`src/rtl/load_value_sequencer.sv`:
```
// Preset-table sequencer that drives a loadable up-counter's load/load_value and
// advances on terminal count. Define LOAD_SEQ_LOOP_EN to repeat the table forever.
module load_value_sequencer #(
   parameter int unsigned N     = 4,
   parameter int unsigned DEPTH = 4,
   parameter int unsigned AW    = 2
) (
   input  logic          clk,
   input  logic          reset,
   input  logic          cfg_we,
   input  logic [AW-1:0] cfg_addr,
   input  logic [N-1:0]  cfg_data,
   input  logic          start,
   input  logic          abort,
   input  logic [N-1:0]  count,
   output logic          load,
   output logic [N-1:0]  load_value,
   output logic [AW-1:0] seq_index,
   output logic          busy,
   output logic          done
);

   localparam logic [N-1:0]  TERM_COUNT = {N{1'b1}};
   localparam logic [AW-1:0] LAST_INDEX = AW'(DEPTH - 1);

   typedef enum logic [1:0] {
      S_IDLE = 2'd0,
      S_LOAD = 2'd1,
      S_RUN  = 2'd2,
      S_DONE = 2'd3
   } state_t;

   state_t        state;
   logic [N-1:0]  table_q [DEPTH];
   logic [AW-1:0] next_index;

   assign next_index = seq_index + AW'(1);

   // Preset table: writable in any state, cleared by reset.
   always_ff @(posedge clk or negedge reset) begin
      if (!reset) begin
         for (int i = 0; i < int'(DEPTH); i++) begin
            table_q[i] <= '0;
         end
      end else if (cfg_we && (32'(cfg_addr) < DEPTH)) begin
         table_q[cfg_addr] <= cfg_data;
      end
   end

   // Sequencer FSM; load and load_value are set on the edge entering LOAD so the
   // pulse coincides with the LOAD state and reads the table before any same-edge write.
   always_ff @(posedge clk or negedge reset) begin
      if (!reset) begin
         state      <= S_IDLE;
         load       <= 1'b0;
         load_value <= '0;
         seq_index  <= '0;
         busy       <= 1'b0;
         done       <= 1'b0;
      end else begin
         load <= 1'b0;
         done <= 1'b0;
         if (abort) begin
            state     <= S_IDLE;
            seq_index <= '0;
            busy      <= 1'b0;
         end else begin
            case (state)
               S_IDLE, S_DONE: begin
                  if (start) begin
                     state      <= S_LOAD;
                     seq_index  <= '0;
                     load       <= 1'b1;
                     load_value <= table_q[0];
                     busy       <= 1'b1;
                  end
               end
               S_LOAD: begin
                  state <= S_RUN;
               end
               S_RUN: begin
                  if (count == TERM_COUNT) begin
                     if (seq_index == LAST_INDEX) begin
                        done <= 1'b1;
`ifdef LOAD_SEQ_LOOP_EN
                        state      <= S_LOAD;
                        seq_index  <= '0;
                        load       <= 1'b1;
                        load_value <= table_q[0];
`else
                        state <= S_DONE;
                        busy  <= 1'b0;
`endif
                     end else begin
                        state      <= S_LOAD;
                        seq_index  <= next_index;
                        load       <= 1'b1;
                        load_value <= table_q[next_index];
                     end
                  end
               end
               default: begin
                  state <= S_IDLE;
                  busy  <= 1'b0;
               end
            endcase
         end
      end
   end

endmodule

```
`config.mk`:
```
export PLATFORM = sky130hd
export DESIGN_NAME = load_value_sequencer
export DESIGN_NICKNAME = d
export VERILOG_FILES = /design/src/rtl/load_value_sequencer.sv
export SDC_FILE = /design/constraint.sdc
export NUM_CORES = 1
export LEC_CHECK = 0
export CAP_MARGIN = 10
export CORE_ASPECT_RATIO = 0.5
export CORE_MARGIN = 3
export CORE_UTILIZATION = 50
export CTS_BUF_LIST = sky130_fd_sc_hd__clkbuf_4
export CTS_CLUSTER_DIAMETER = 50
export DETAILED_ROUTE_END_ITERATION = 12
export PLACE_DENSITY_LB_ADDON = 0.25
export SETUP_SLACK_MARGIN = 0.2
export SYNTH_ARGS = -nofsm -noshare
export SYNTH_HDL_FRONTEND = slang
export SYNTH_SLANG_ARGS = --single-unit
export TNS_END_PERCENT = 10
```
`constraint.sdc`:
```
create_clock -name clk -period 2 [get_ports clk]
set_clock_uncertainty 0.15 [all_clocks]
set_input_delay 0.2 -clock clk [delete_from_list [all_inputs] [get_ports clk]]
set_output_delay 0.2 -clock clk [all_outputs]
set_load 0.03 [all_outputs]
```
Yosys cells after proc, flatten, opt, wreduce, memory -nomap -nowiden --
Cells that the tools add are included.
Word-level totals: output and inout bits 9, word-level logic and storage cells 72, flip-flop bits (word level) 27, bits of input ports 15
Cells by class: add/subtract/negate cells 1, muxes and demuxes 34, bitwise logic cells 3, eq/ne operators 12, magnitude comparators 3, reductions and logical operators 9
Operators with widths (number):
- $mux W4 | 6
- $bwmux W16 | 1
- $mux W2 | 8
- $mux W1 | 12
- $ne A3 B3 Y1 const B | 4
- $bmux W4 S2 | 1
- $demux W4 S2 | 1
- $pmux W4 S2 | 1
- $reduce_and A4 Y1 | 2
- $eq A2 B2 Y1 const B | 3
- $ge A3 B3 Y1 const B | 2
- $ne A2 B2 Y1 const B | 3
- $not A2 Y3 | 2
- $pmux W2 S3 | 1
- $reduce_and A5 Y1 | 1
- $eq A4 B4 Y1 const B | 1
- $pmux W1 S2 | 2
- $pmux W2 S2 | 1
- $lt A3 B1 Y1 const B | 1
- $reduce_bool A3 Y1 | 1
- $add A2 B1 Y2 const B | 1
- $eq A2 B1 Y1 const B | 1
- $logic_not A2 Y1 | 1
- $reduce_and A2 Y1 | 1
- other kinds (4) | 4

Depth between registers and ports, before layout --
Gate-level depths: netlist of the first run.
depth after elaboration 8, depth in mapped cells 8, mapped depth without buffers 6

Worst setup path after synthesis of the first run --
OpenSTA, ideal clock, no wires.
kind flip-flop to flip-flop, start point register seq_index[0], end point register seq_index[0], cell stages (with the launch flop) 5, setup slack 0.092 ns, data arrival time 1.676 ns, path buffers 0, period minus slack after synthesis 1.908 ns, library setup time 0.082 ns, data required time 1.768 ns, cells stage by stage dfrtp_1 -> ha_1 -> or3b_4 -> or3_1 -> a31oi_1
Between the ends: word-level cells in the longest chain between the ends 5, elaborated cells on any way between the ends 8, those cells by class add/sub (1); eq/ne (2); mux (4); reduce/logical (1)
RTL lines:
- start: declaration | RTL line 18 | output logic [AW-1:0] seq_index,
- start signal: assignment | RTL line 96 | seq_index <= next_index;
- $add A2 B1 Y2 | RTL line 37 | assign next_index = seq_index + AW'(1);
- $mux W2 | RTL line 83 | if (seq_index == LAST_INDEX) begin
- $mux W2 | RTL line 82 | if (count == TERM_COUNT) begin
- $pmux W2 S2 | RTL line 68 | case (state)
- $mux W2 | RTL line 63 | if (abort) begin
Parallel ways exist; a longest one is shown, timed or not. The select of a mux whose other input is x is not followed. A chain may end at the register's enable or synchronous reset.

Worst setup path in the final report of the first run --
Same ends and word-level chain as after synthesis.

==> flow_metrics.tcl, run 1 <==
set metrics [dict create \
    clock_latency_ns 0.35 \
    dp_hpwl_um 1980 \
    end_kind "register" \
    fin_crit_sh_pct 90.7 \
    finalSetupViolCount 0 \
    fmax_ghz 0.551 \
    overflow 0 \
    synth-seq-cells 27 \
    numCtsBuffers 3 \
    startpoint "seq_index[0]" \
    syn_nets 138 \
    synth_compound_area_share_pct 12.2 \
    cts_hold_buffers 0 \
    drtIter0Drc 22 \
    synth_area_mm2 0.00134 \
    cp_max_fo 5 \
    antenna_found_initial 0 \
    hold_viol 0 \
    place_inst 181 \
    htreeDepth 1 \
    cts_tree "yes" \
    hold_path.class "primary input to asynchronous set/reset pin" \
    timing.final.crit_period_ns 1.81 \
    synth_xor_area_share_pct 0 \
    gp_congestion 0.825 \
    setup_tns_ns 0 \
    synth_top_family_by_area "multiplexers" \
    yosysTopAreaCellShare_pct 50.5 \
    worst-r2r-setup-slack_ns 0.19 \
    grt_pass1_wl_um 4680 \
    leakagePower_nw 0.722 \
    ys_types 28 \
    wl_per_cell_um 14.1 \
    syn_avg_cell_area_um2 11.3 \
    timing.final.ws_setup_ns 0.186 \
    ys_seq_area_share_pct 50.5 \
    async_flop_share_pct 100 \
    grt_max_degree 28 \
    die-area_mm2 0.00337 \
    finish.utilization_pct 73.0 \
    p_per_area_mw_per_mm2 874 \
    start_util_pct 56.4 \
    route.final.wire_length_um 2640 \
    rows 12 \
    layout-drive-gt1-share_pct 26.3 \
    synth.most_common_cell "dfrtp_1" \
    clockBufferDepth 2 \
    grt_util_all_layers_pct 18.5 \
    grt_pass1_vias 1011 \
    synthTopCellsByCount "dfrtp_1 (27), mux2_2 (16), nand2_1 (10)" \
    ios 24 \
    cts-root-buf "clkbuf_4" \
    status "finished clean" \
    synthAdderAreaFrac_pct 3.74 \
    syn_inst 119 \
    synth_top_area_cell "dfrtp_1" \
    diodes 0 \
    io_buffer_count 23 \
    synth_simple_gate_area_share_pct 13.4 \
    worstPathRequired_ns 2.12 \
    synth_mux_area_share_pct 17.2 \
    first_pass_iters 4 \
    slew_violations 0 \
    max-cap-violations 0 \
    yosys_warnings 0 \
    worstSetupStartpointType "register" \
    num-nets-final 172 \
    synth_ff_type "dfrtp_1" \
    core-area_mm2 0.00237 \
    arrival_ns 1.93 \
    rsz0062_at_grt "true" \
    die_h_um 42.6 \
    vdd_drop_max_mv 0.540 \
    max_slew.worst_pin.slew_ns 0.346 \
    timing.rr.start "seq_index[0]" \
    syn2layout_area_growth_pct 29.4 \
    viasPerCell 5.35 \
    synth_edf_count 0 \
    finalNonFillerCells 187 \
    synthTopCellsByArea "dfrtp_1 (50%), mux2_2 (13%), ha_1 (3.7%)" \
    chipWidth_um 79.2 \
    clk_pin_slew_ns 0.16 \
    numClockSinks 27 \
    path_class "register to register" \
    ant_nets 0 \
    vias 1001 \
    dp_worst_setup_slack_ns 0.0315 \
    drcViolationCount 0 \
    slew_headroom_pct 76.9 \
]
stage by stage:
step,power (mW),cell area (um2),hold WS (ns)
final,1.51,1730,0.0407
after global placement,1.22,1670,0.336
after CTS,1.51,1700,0.0523
after detailed placement,1.24,1670,0.346
after global routing,1.61,1730,0.0819
after floorplan,1.03,1360,-0.246
worst paths after layout:
| check | to | depth (start not counted) |
|---|---|---|
| max | seq_index[0] | 4 |
| min | load_value[0] | 2 |
| max reg2reg | seq_index[0] | 4 |
| min reg2reg | table_q[3] | 1 |
| max in group asynchronous | seq_index[0] | 2 |
| min in group clk | load | 3 |
report_power, final:
part | total [mW] | internal [mW] | switching [mW]
registers | 0.724 | 0.658 | 0.0663
logic | 0.527 | 0.267 | 0.261
clock network | 0.263 | 0.0820 | 0.181
registers in the layout, indices dropped and copies added (netlist names):
name        flops
table_q        16
load_value      4
seq_index       2
state           2
busy            1
done            1
load            1
routing by layer:
metal	global-route usage [%]	wire length [um]	vias up
li1	-	-	494
met1	24.7	1280	479
met3	6.22	144	4
met2	28.1	1170	24
met5	0	0	-
met4	6.85	41	0
layout make-up:
type | count | area, um2
Inverter | 6 | 22.5
Clock inverter | 1 | 8.76
Sequential cell | 27 | 678
Fill cell | 195 | 639
Timing Repair Buffer | 33 | 304
Multi-Input combinational cell | 82 | 653
Tap cell | 35 | 43.8
Clock buffer | 3 | 22.5
repair_timing:
item / in CTS / in global routing
hold endpoints to repair: 0 / 0
buffers inserted: 0 / 2
pin swaps: 0 / 2
resized for setup: 1 / 5
endpoints found under the setup margin: 8 / 11
critical path: stages (launching register included):
cell     delay [ns]
dfrtp_2        0.46
ha_4           0.18
or3b_4         0.42
or3_1          0.37
a31oi_1        0.17
cells in the final DEF (no fill, tap or decap), types with 3 or more instances in the layout:
master / Yosys / routed
dfrtp_1: 27 / 25
clkdlybuf4s50_1: 0 / 22
mux2_2: 16 / 16
nand2_1: 10 / 10
buf_4: 0 / 10
nor2_1: 8 / 8
inv_1: 6 / 5
mux2i_1: 5 / 5
a31oi_1: 5 / 5
a21o_1: 4 / 4
nand3_1: 4 / 4
a21oi_1: 3 / 3
nand3b_1: 3 / 3
clkbuf_4: 0 / 3
cells by family (layout without fill, tap and decap cells):
group	after synthesis	after routing
fa+ha+maj	4	4
simple gates	34	34
mux	21	21
flops	27	27
compound gates	23	23
buf+inv	10	43
(Power assumes the default switching activity.)
==> run 2: changes to the inputs <==
--- a/config.mk
+++ b/config.mk
@@ -12,8 +12,9 @@
 export CTS_BUF_LIST = sky130_fd_sc_hd__clkbuf_4
 export CTS_CLUSTER_DIAMETER = 50
 export DETAILED_ROUTE_END_ITERATION = 12
-export PLACE_DENSITY_LB_ADDON = 0.25
-export SETUP_SLACK_MARGIN = 0.2
+export PLACE_DENSITY = 0.78
+export RECOVER_POWER = 25
+export SETUP_SLACK_MARGIN = 0.02
 export SYNTH_ARGS = -nofsm -noshare
 export SYNTH_HDL_FRONTEND = slang
 export SYNTH_SLANG_ARGS = --single-unit
==> run 2 against run 1 <==
Compared with the run above:
- global-route usage is 0.41 points lower
- setup slack lost 0.057 ns
- register-to-register slack worse by 0.06 ns
- cell count is 1.1% lower
- critical path depth rose by 1
- non-clock buffer count is 2 lower
- via count grew 1.1%
- hold slack better by 0.34 ns
- sequential cell count stayed put
- die area did not move
- critical endpoint unchanged
- largest cell class unchanged
- largest power group unchanged
==> flow_metrics.tcl, run 2 (synthesis results as in run 1) <==
set metrics [dict create \
    status "finished clean" \
    leakagePower_nw 0.730 \
    grt_pass1_wl_um 4640 \
    gp_congestion 0.831 \
    grt_util_all_layers_pct 18.1 \
    top_regs "table_q (16), load_value (4)" \
    die_h_um 42.6 \
    clockBufferDepth 2 \
    chipWidth_um 79.2 \
    place_inst 181 \
    first_pass_iters 4 \
    switching_share_pct 33.9 \
    grt_pass1_vias 1005 \
    core-area_mm2 0.00237 \
    mostFrequentLayoutCells "dfrtp_1 (27), clkdlybuf4s50_1 (21), mux2_2 (16)" \
    layout-drive-gt1-share_pct 21.3 \
    cp_slowest_cell "dfrtp_1" \
    route.final.wire_length_um 2720 \
    htreeDepth 1 \
    combinationalPowerShare_pct 34.3 \
    numCtsBuffers 3 \
    critPathBufInv 1 \
    overflow 0 \
    p_total_mw 1.50 \
    hold_path.class "register to register" \
    drcViolationCount 0 \
    finalNonFillerCells 185 \
    cts-root-buf "clkbuf_4" \
    p_per_area_mw_per_mm2 881 \
    setup_tns_ns 0 \
    p_clk_share_pct 17.4 \
    worstPathRequired_ns 2.12 \
    num-nets-final 170 \
    timing.final.crit_period_ns 1.87 \
    holdWs_ns 0.380 \
    cts_tree "yes" \
    layout_commonest_cell "dfrtp_1" \
    crit_family "simple AND/OR/NAND/NOR gates" \
    slew_headroom_pct 4.28 \
    crit_chain "inv_1, ha_2, or3b_4, or3_1, a31oi_1" \
    vias 1012 \
    drtIter0Drc 30 \
    largest_register_ffs 16 \
    max_slew.worst_pin.slew_ns 1.44 \
    postLayoutCellArea_mm2 0.00170 \
    die-area_mm2 0.00337 \
    diodes 0 \
    viasPerCell 5.47 \
    power_frac_seq_pct 48.3 \
    io_buffer_count 23 \
    rows 12 \
    critPathMaxStageDelay_ns 0.43 \
    path_class "register to register" \
    ant_nets 0 \
    dpl-instance-area_mm2 0.00166 \
    nFillCells 189 \
    hold_viol 0 \
    cp_max_fo 5 \
    slew_violations 0 \
    finalSetupViolCount 0 \
    start_util_pct 56.4 \
    fin_crit_sh_pct 93.6 \
    arrival_ns 1.99 \
    switchingPower_uw 507 \
    ios 24 \
    grt_max_degree 28 \
    clock_latency_ns 0.34 \
    numClockSinks 27 \
    syn2layout_area_growth_pct 26.8 \
    dp_hpwl_um 2050 \
    cts_hold_buffers 0 \
    vdd_drop_max_mv 0.505 \
    p_int_uw 990 \
    end_kind "register" \
    worstSetupStartpointType "register" \
    top_register "table_q" \
    wl_per_cell_um 14.7 \
    clk_pin_slew_ns 0.16 \
    rsz0062_at_grt "false" \
    max-cap-violations 0 \
    cts_setup_buffers 0 \
    antenna_found_initial 0 \
    fmax_ghz 0.534 \
]
-- run 2: cell types whose count changed in the layout (fill, tap and decap cells not counted), sizes merged --
| cell | delta |
|---|---|
| dlymetal6s2s | +1 |
| dlygate4sd2 | -1 |
| clkdlybuf4s50 | -1 |
| buf | -3 |
| dlygate4sd3 | +1 |
| clkbuf | +1 |
-- run 2: layer usage --
metal  track usage, %  routed length, um  vias up
li1                 -                  -      491
met1             23.1               1270      486
met2             30.3               1270       31
met3             6.01                157        4
met4             3.42                 19        0
met5                0                  0        -
-- run 2: cell type report --
class / count / area, um2 / share of cell area, %
inverters: 6 / 22.5 / 1.33
flip-flops and latches: 27 / 676 / 39.8
repair buffers: 31 / 289 / 17.0
multi-input cells: 82 / 636 / 37.4
well taps: 35 / 43.8 / 2.58
clock buffers: 3 / 22.5 / 1.33
clock inverters: 1 / 8.76 / 0.516
-- run 2: final timing paths --
| kind | startpoint | cells after the start | slack, ns | to |
|---|---|---|---|---|
| max | state[0] | 5 | 0.13 | seq_index[0] |
| min | table_q[7] | 1 | 0.38 | table_q[7] |
| max reg2reg | state[0] | 5 | 0.13 | seq_index[0] |
| min reg2reg | table_q[7] | 1 | 0.38 | table_q[7] |
| max in group asynchronous | reset | 2 | 0.32 | done |
| min in group asynchronous | reset | 2 | 0.55 | table_q[0] |
-- run 2: what timing repair did --
item                                   CTS  global route
setup endpoints to repair                0             7
endpoints found under the hold margin    0             0
resized for setup                        0             4
-- run 2: power by group through the flow --
stage,registers (mW),logic [mW],clock network [mW]
after floorplan,0.810,0.217,0
after global placement,0.726,0.492,0
after detailed placement,0.732,0.506,0
after CTS,0.721,0.508,0.266
after global routing,0.738,0.557,0.299
final,0.723,0.513,0.260
-- run 2: through the flow --
step,worst slack (ns),util [%]
floorplan,0.0920,-
global placement,0.0809,69.8
detailed placement,0.0504,69.8
CTS,0.0298,71.1
global route,0.0290,71.6
finish,0.129,71.6
==> run 3: changes to the inputs <==
--- a/config.mk
+++ b/config.mk
@@ -5,12 +5,13 @@
 export SDC_FILE = /design/constraint.sdc
 export NUM_CORES = 1
 export LEC_CHECK = 0
-export CAP_MARGIN = 10
+export CAP_MARGIN = 40
 export CORE_ASPECT_RATIO = 0.5
 export CORE_MARGIN = 3
 export CORE_UTILIZATION = 50
 export CTS_BUF_LIST = sky130_fd_sc_hd__clkbuf_4
 export CTS_CLUSTER_DIAMETER = 50
+export CTS_CLUSTER_SIZE = 24
 export DETAILED_ROUTE_END_ITERATION = 12
 export PLACE_DENSITY = 0.78
 export RECOVER_POWER = 25
==> results of run 3 <==
The final DEF is identical to that of run 2; final timing and power are the same.
==> edit 1 (config.mk and constraints of run 3) <==
Change the parameter `AW` from 2 to 4.
--- a/src/rtl/load_value_sequencer.sv
+++ b/src/rtl/load_value_sequencer.sv
@@ -5,3 +5,3 @@
    parameter int unsigned DEPTH = 4,
-   parameter int unsigned AW    = 2
+   parameter int unsigned AW    = 4
 ) (
Interface: changed (resized cfg_addr and seq_index); port bits go from 24 to 28. No check against the original RTL was run, so the function may have changed too.
==> edit 1 against run 3 <==
Clock power rose by 76%. Sequential share of layout area fell by 1.7 points. Power grew 16%. Synthesized cell count increased by 7.6%. Synthesized area rose by 11%. Largest cell class unchanged. Setup slack worse by 47 ps. Largest power group unchanged. Die area rose by 9.8%. Sequential cell count rose by 2. Cell area is 13% higher. Routed wire length increased by 18%.
==> edit 1: results (changes against run 3) <==
Floorplanning
  – Die Area: 0.00370 mm^2 (+9.8%)

Critical path
  – Slowest cell on the critical path: or4_1
  – Max FO, Critical Path: 9 (+4)
  – Worst path max stage delay: 540 ps (+110 ps)
  – End of the critical path: seq_index[3]$_DFFE_PN0P_

Power
  – Power share of the sequential group: 45.0% (-3.3 points)
  – Pwr dens: 911 mW/mm^2 (+3.3%)
  – Combinational power: 500 uW (-3%)
  – P_leak: 0.804 nW (+10%)

Global routing
  – First-pass GRT wire length: 5.40 mm (+16%)
  – Vias in the first global route: 1142 (+14%)
  – Largest net degree at the start of global routing: 30 (+7.1%)

Worst hold path
  – Hold Path Class: in -> async

Yosys
  – Sequential element share of the synthesized area: 48.8% (-1.6 points)
  – Post-synthesis compound-gate area fraction: 13.1% (+0.89 points)
  – Top cells by area, synth: dfrtp_1, mux2_2, ha_1
  – Adder-Cell Fraction of Synth Area: 3.37% (-0.37 points)
  – Synth cell types: 31 (+11%)
  – Commonest cells post-synth: dfrtp_1, mux2_2, nand2_1
  – Syn_nets: 149 (+8.0%)

Status
  – Run status: completed

Placement
  – Placed Cells: 198 (+9.4%)
  – Detailed Place HPWL: 2.38 mm (+16%)
  – Dpl ws: -7.19 ps (-57.6 ps)
  – Placed Area: 0.00183 mm^2 (+11%)

Timing
  – Worst hold slack: 286 ps (-93.6 ps)
  – Max_slew headroom: 52.8% (+49 points)

Cells and area
  – Leading registers by flop count: table_q: 16 flops, load_value: 4 flops, seq_index: 4 flops
  – Layout cell share with drive strength beyond 1: 27.4% (+6.0 points)

Clocking
  – Clock buffer count from CTS: 5 (+2)
  – Worst-Skew Late Latency: 320 ps (-20 ps)

Routing
  – First DRT Iteration DRCs: 57 (+90%)
  – Routed via count: 1171 (+16%)
[edit 1: cell types whose count changed in the layout (fill, tap and decap cells not counted), moves of 4 or more]
cell / before / now
a2bb2oi_1: 0 / 4
mux2_2: 16 / 20
a22oi_1: 0 / 5
o21ai_0: 2 / 6
clkdlybuf4s50_1: 21 / 25
[edit 1: layer usage]
| metal | track usage (%) | share of wire, % | up-vias |
|---|---|---|---|
| met5 | 0 | 0 | - |
| met4 | 6.84 | 1.1 | 0 |
| met3 | 6.32 | 4.6 | 6 |
| met2 | 32.5 | 47 | 31 |
| met1 | 24.0 | 47 | 576 |
| li1 | - | - | 558 |
[edit 1: layout make-up]
type                    instances  area (um^2)  area share [%]
inverters                       3         11.3           0.589
flip-flops and latches         29          728            38.1
well taps                      37         46.3            2.42
repair buffers                 36          338            17.7
clock buffers                   5         37.5            1.96
multi-input cells              93          716            37.4
clock inverters                 2         35.0            1.83
==> edit 2 (flow settings as in run 3) <==
Without the edit above. Re-encode `state_t` (4 states) as one-hot, 4 bits wide.
--- a/src/rtl/load_value_sequencer.sv
+++ b/src/rtl/load_value_sequencer.sv
@@ -25,7 +25,7 @@
 
-   typedef enum logic [1:0] {
-      S_IDLE = 2'd0,
-      S_LOAD = 2'd1,
-      S_RUN  = 2'd2,
-      S_DONE = 2'd3
+   typedef enum logic [3:0] {
+      S_IDLE = 4'b0001,
+      S_LOAD = 4'b0010,
+      S_RUN  = 4'b0100,
+      S_DONE = 4'b1000
    } state_t;
Check against the original RTL: no difference found for any inputs over 10 cycles, from zero or initial values and one cycle with reset low; not proved beyond that.
==> edit 2 against run 3 <==
Synthesized cell count decreased by 8.4%. Synthesized area increased by 3.8%. Sequential power increased by 2%. Cell count increased by 0.54%. Count of clock-buffer cells in the layout increased by 2. Cell area increased by 8.5%. Sequential cell count increased by 2. Power increased by 7.1%. Critical path depth unchanged. The run now ends with negative setup slack left. Routed wire length increased by 6.3%. Setup slack got worse by 310 ps.
==> edit 2: results (changes against run 3) <==
Yosys
  – Synth cell types: 33 (+18%)
  – Sequential element share of the synthesized area: 52.3% (+1.8 points)
  – Commonest cells post-synth: dfrtp_1, mux2_2, a21oi_1
  – Post-synthesis register bit count: 29 (+7.4%)
  – Top cells by area, synth: dfrtp_1, mux2_2, mux2_4
  – Syn_nets: 125 (-9.4%)

Global routing
  – Largest net degree at the start of global routing: 30 (+7.1%)
  – Tot GR Track Use: 19.3% (+1.2 points)
  – Vias in the first global route: 1056 (+5.1%)
  – Met3 global-route usage: 5.93% (-0.076 points)

Timing
  – Max_slew headroom: 52.1% (+48 points)
  – Final setup viols: 6 (+6)
  – Worst Slack Setup Final: -177 ps (-306 ps)

Status
  – Failing checks: negative setup slack
  – Run status: finished with violations

Cells and area
  – Layout cell share with drive strength beyond 1: 37.1% (+16 points)
  – Multi-input gate area: 637 um^2 (+0.20%)
  – Fillers: 157 (-17%)
  – Clock-cell share of area: 4.28% (+2.4 points)
  – Non-clk invs: 3 (-3)
  – Final net count: 166 (-2.4%)
  – Final core occ: 76.2% (+4.6 points)

Placement
  – RePlAce Congestion: 0.772 (-7.1%)
  – Detailed Place HPWL: 2.04 mm (-0.18%)
  – Placed Area: 0.00174 mm^2 (+5.0%)

Routing
  – First DRT Iteration DRCs: 63 (+110%)
  – DR WL met2: 1.37 mm (+7.6%)
  – Metal-1 WL: 1.33 mm (+4.6%)

Critical path
  – Crit Reg-Reg Endpoint: seq_index[1]$_DFFE_PN0P_
  – End of the critical path: seq_index[1]$_DFFE_PN0P_
  – Worst path max stage delay: 530 ps (+100 ps)
  – Max FO, Critical Path: 4 (-1)

Clocking
  – Post-CTS setup buffers: 1 (+1)
  – Post-CTS Resized: 4 (+4)
  – Clock buffer count from CTS: 5 (+2)

Floorplanning
  – Core outline area: 0.00242 mm^2 (+1.9%)

Power
  – Worst ir drop on vdd: 0.000434 V (-14%)
  – Switching Fraction: 27.7% (-6.1 points)
## edit 2: cell types whose count changed after synthesis, sizes merged, moves of 2 or more
cell	run 3	this run
inv	6	3
a21oi	3	8
o22ai	0	4
xor2	0	2
o32ai	2	0
a211oi	3	1
a2bb2oi	0	4
a31oi	5	0
nor2	8	3
nand2	10	2
ha	4	1
mux2	16	24
mux2i	5	0
a21o	4	0
## edit 2: metrics by stage
stage               hold slack (ps)  setup WS, ps  power, mW  std cells  TNS (ps)
floorplan                      -246          -282      0.970        109     -1420
global placement                332          -212       1.12        177     -1040
detailed placement              339          -262       1.13        177     -1300
CTS                            89.3          -189       1.62        186     -1020
global route                    345          -223       1.68        186     -1220
finish                          285          -177       1.60        186      -947
## edit 2: kinds of logic after synthesis
group / share of synthesized area, %
AOI/OAI and AO/OA: 11.9
xor gates and xnor gates: 1.26
adders and majority gates: 0.900
buffers and inverters: 3.06
DFF: 52.3
muxes: 20.5
and+or+nand+nor: 10.1
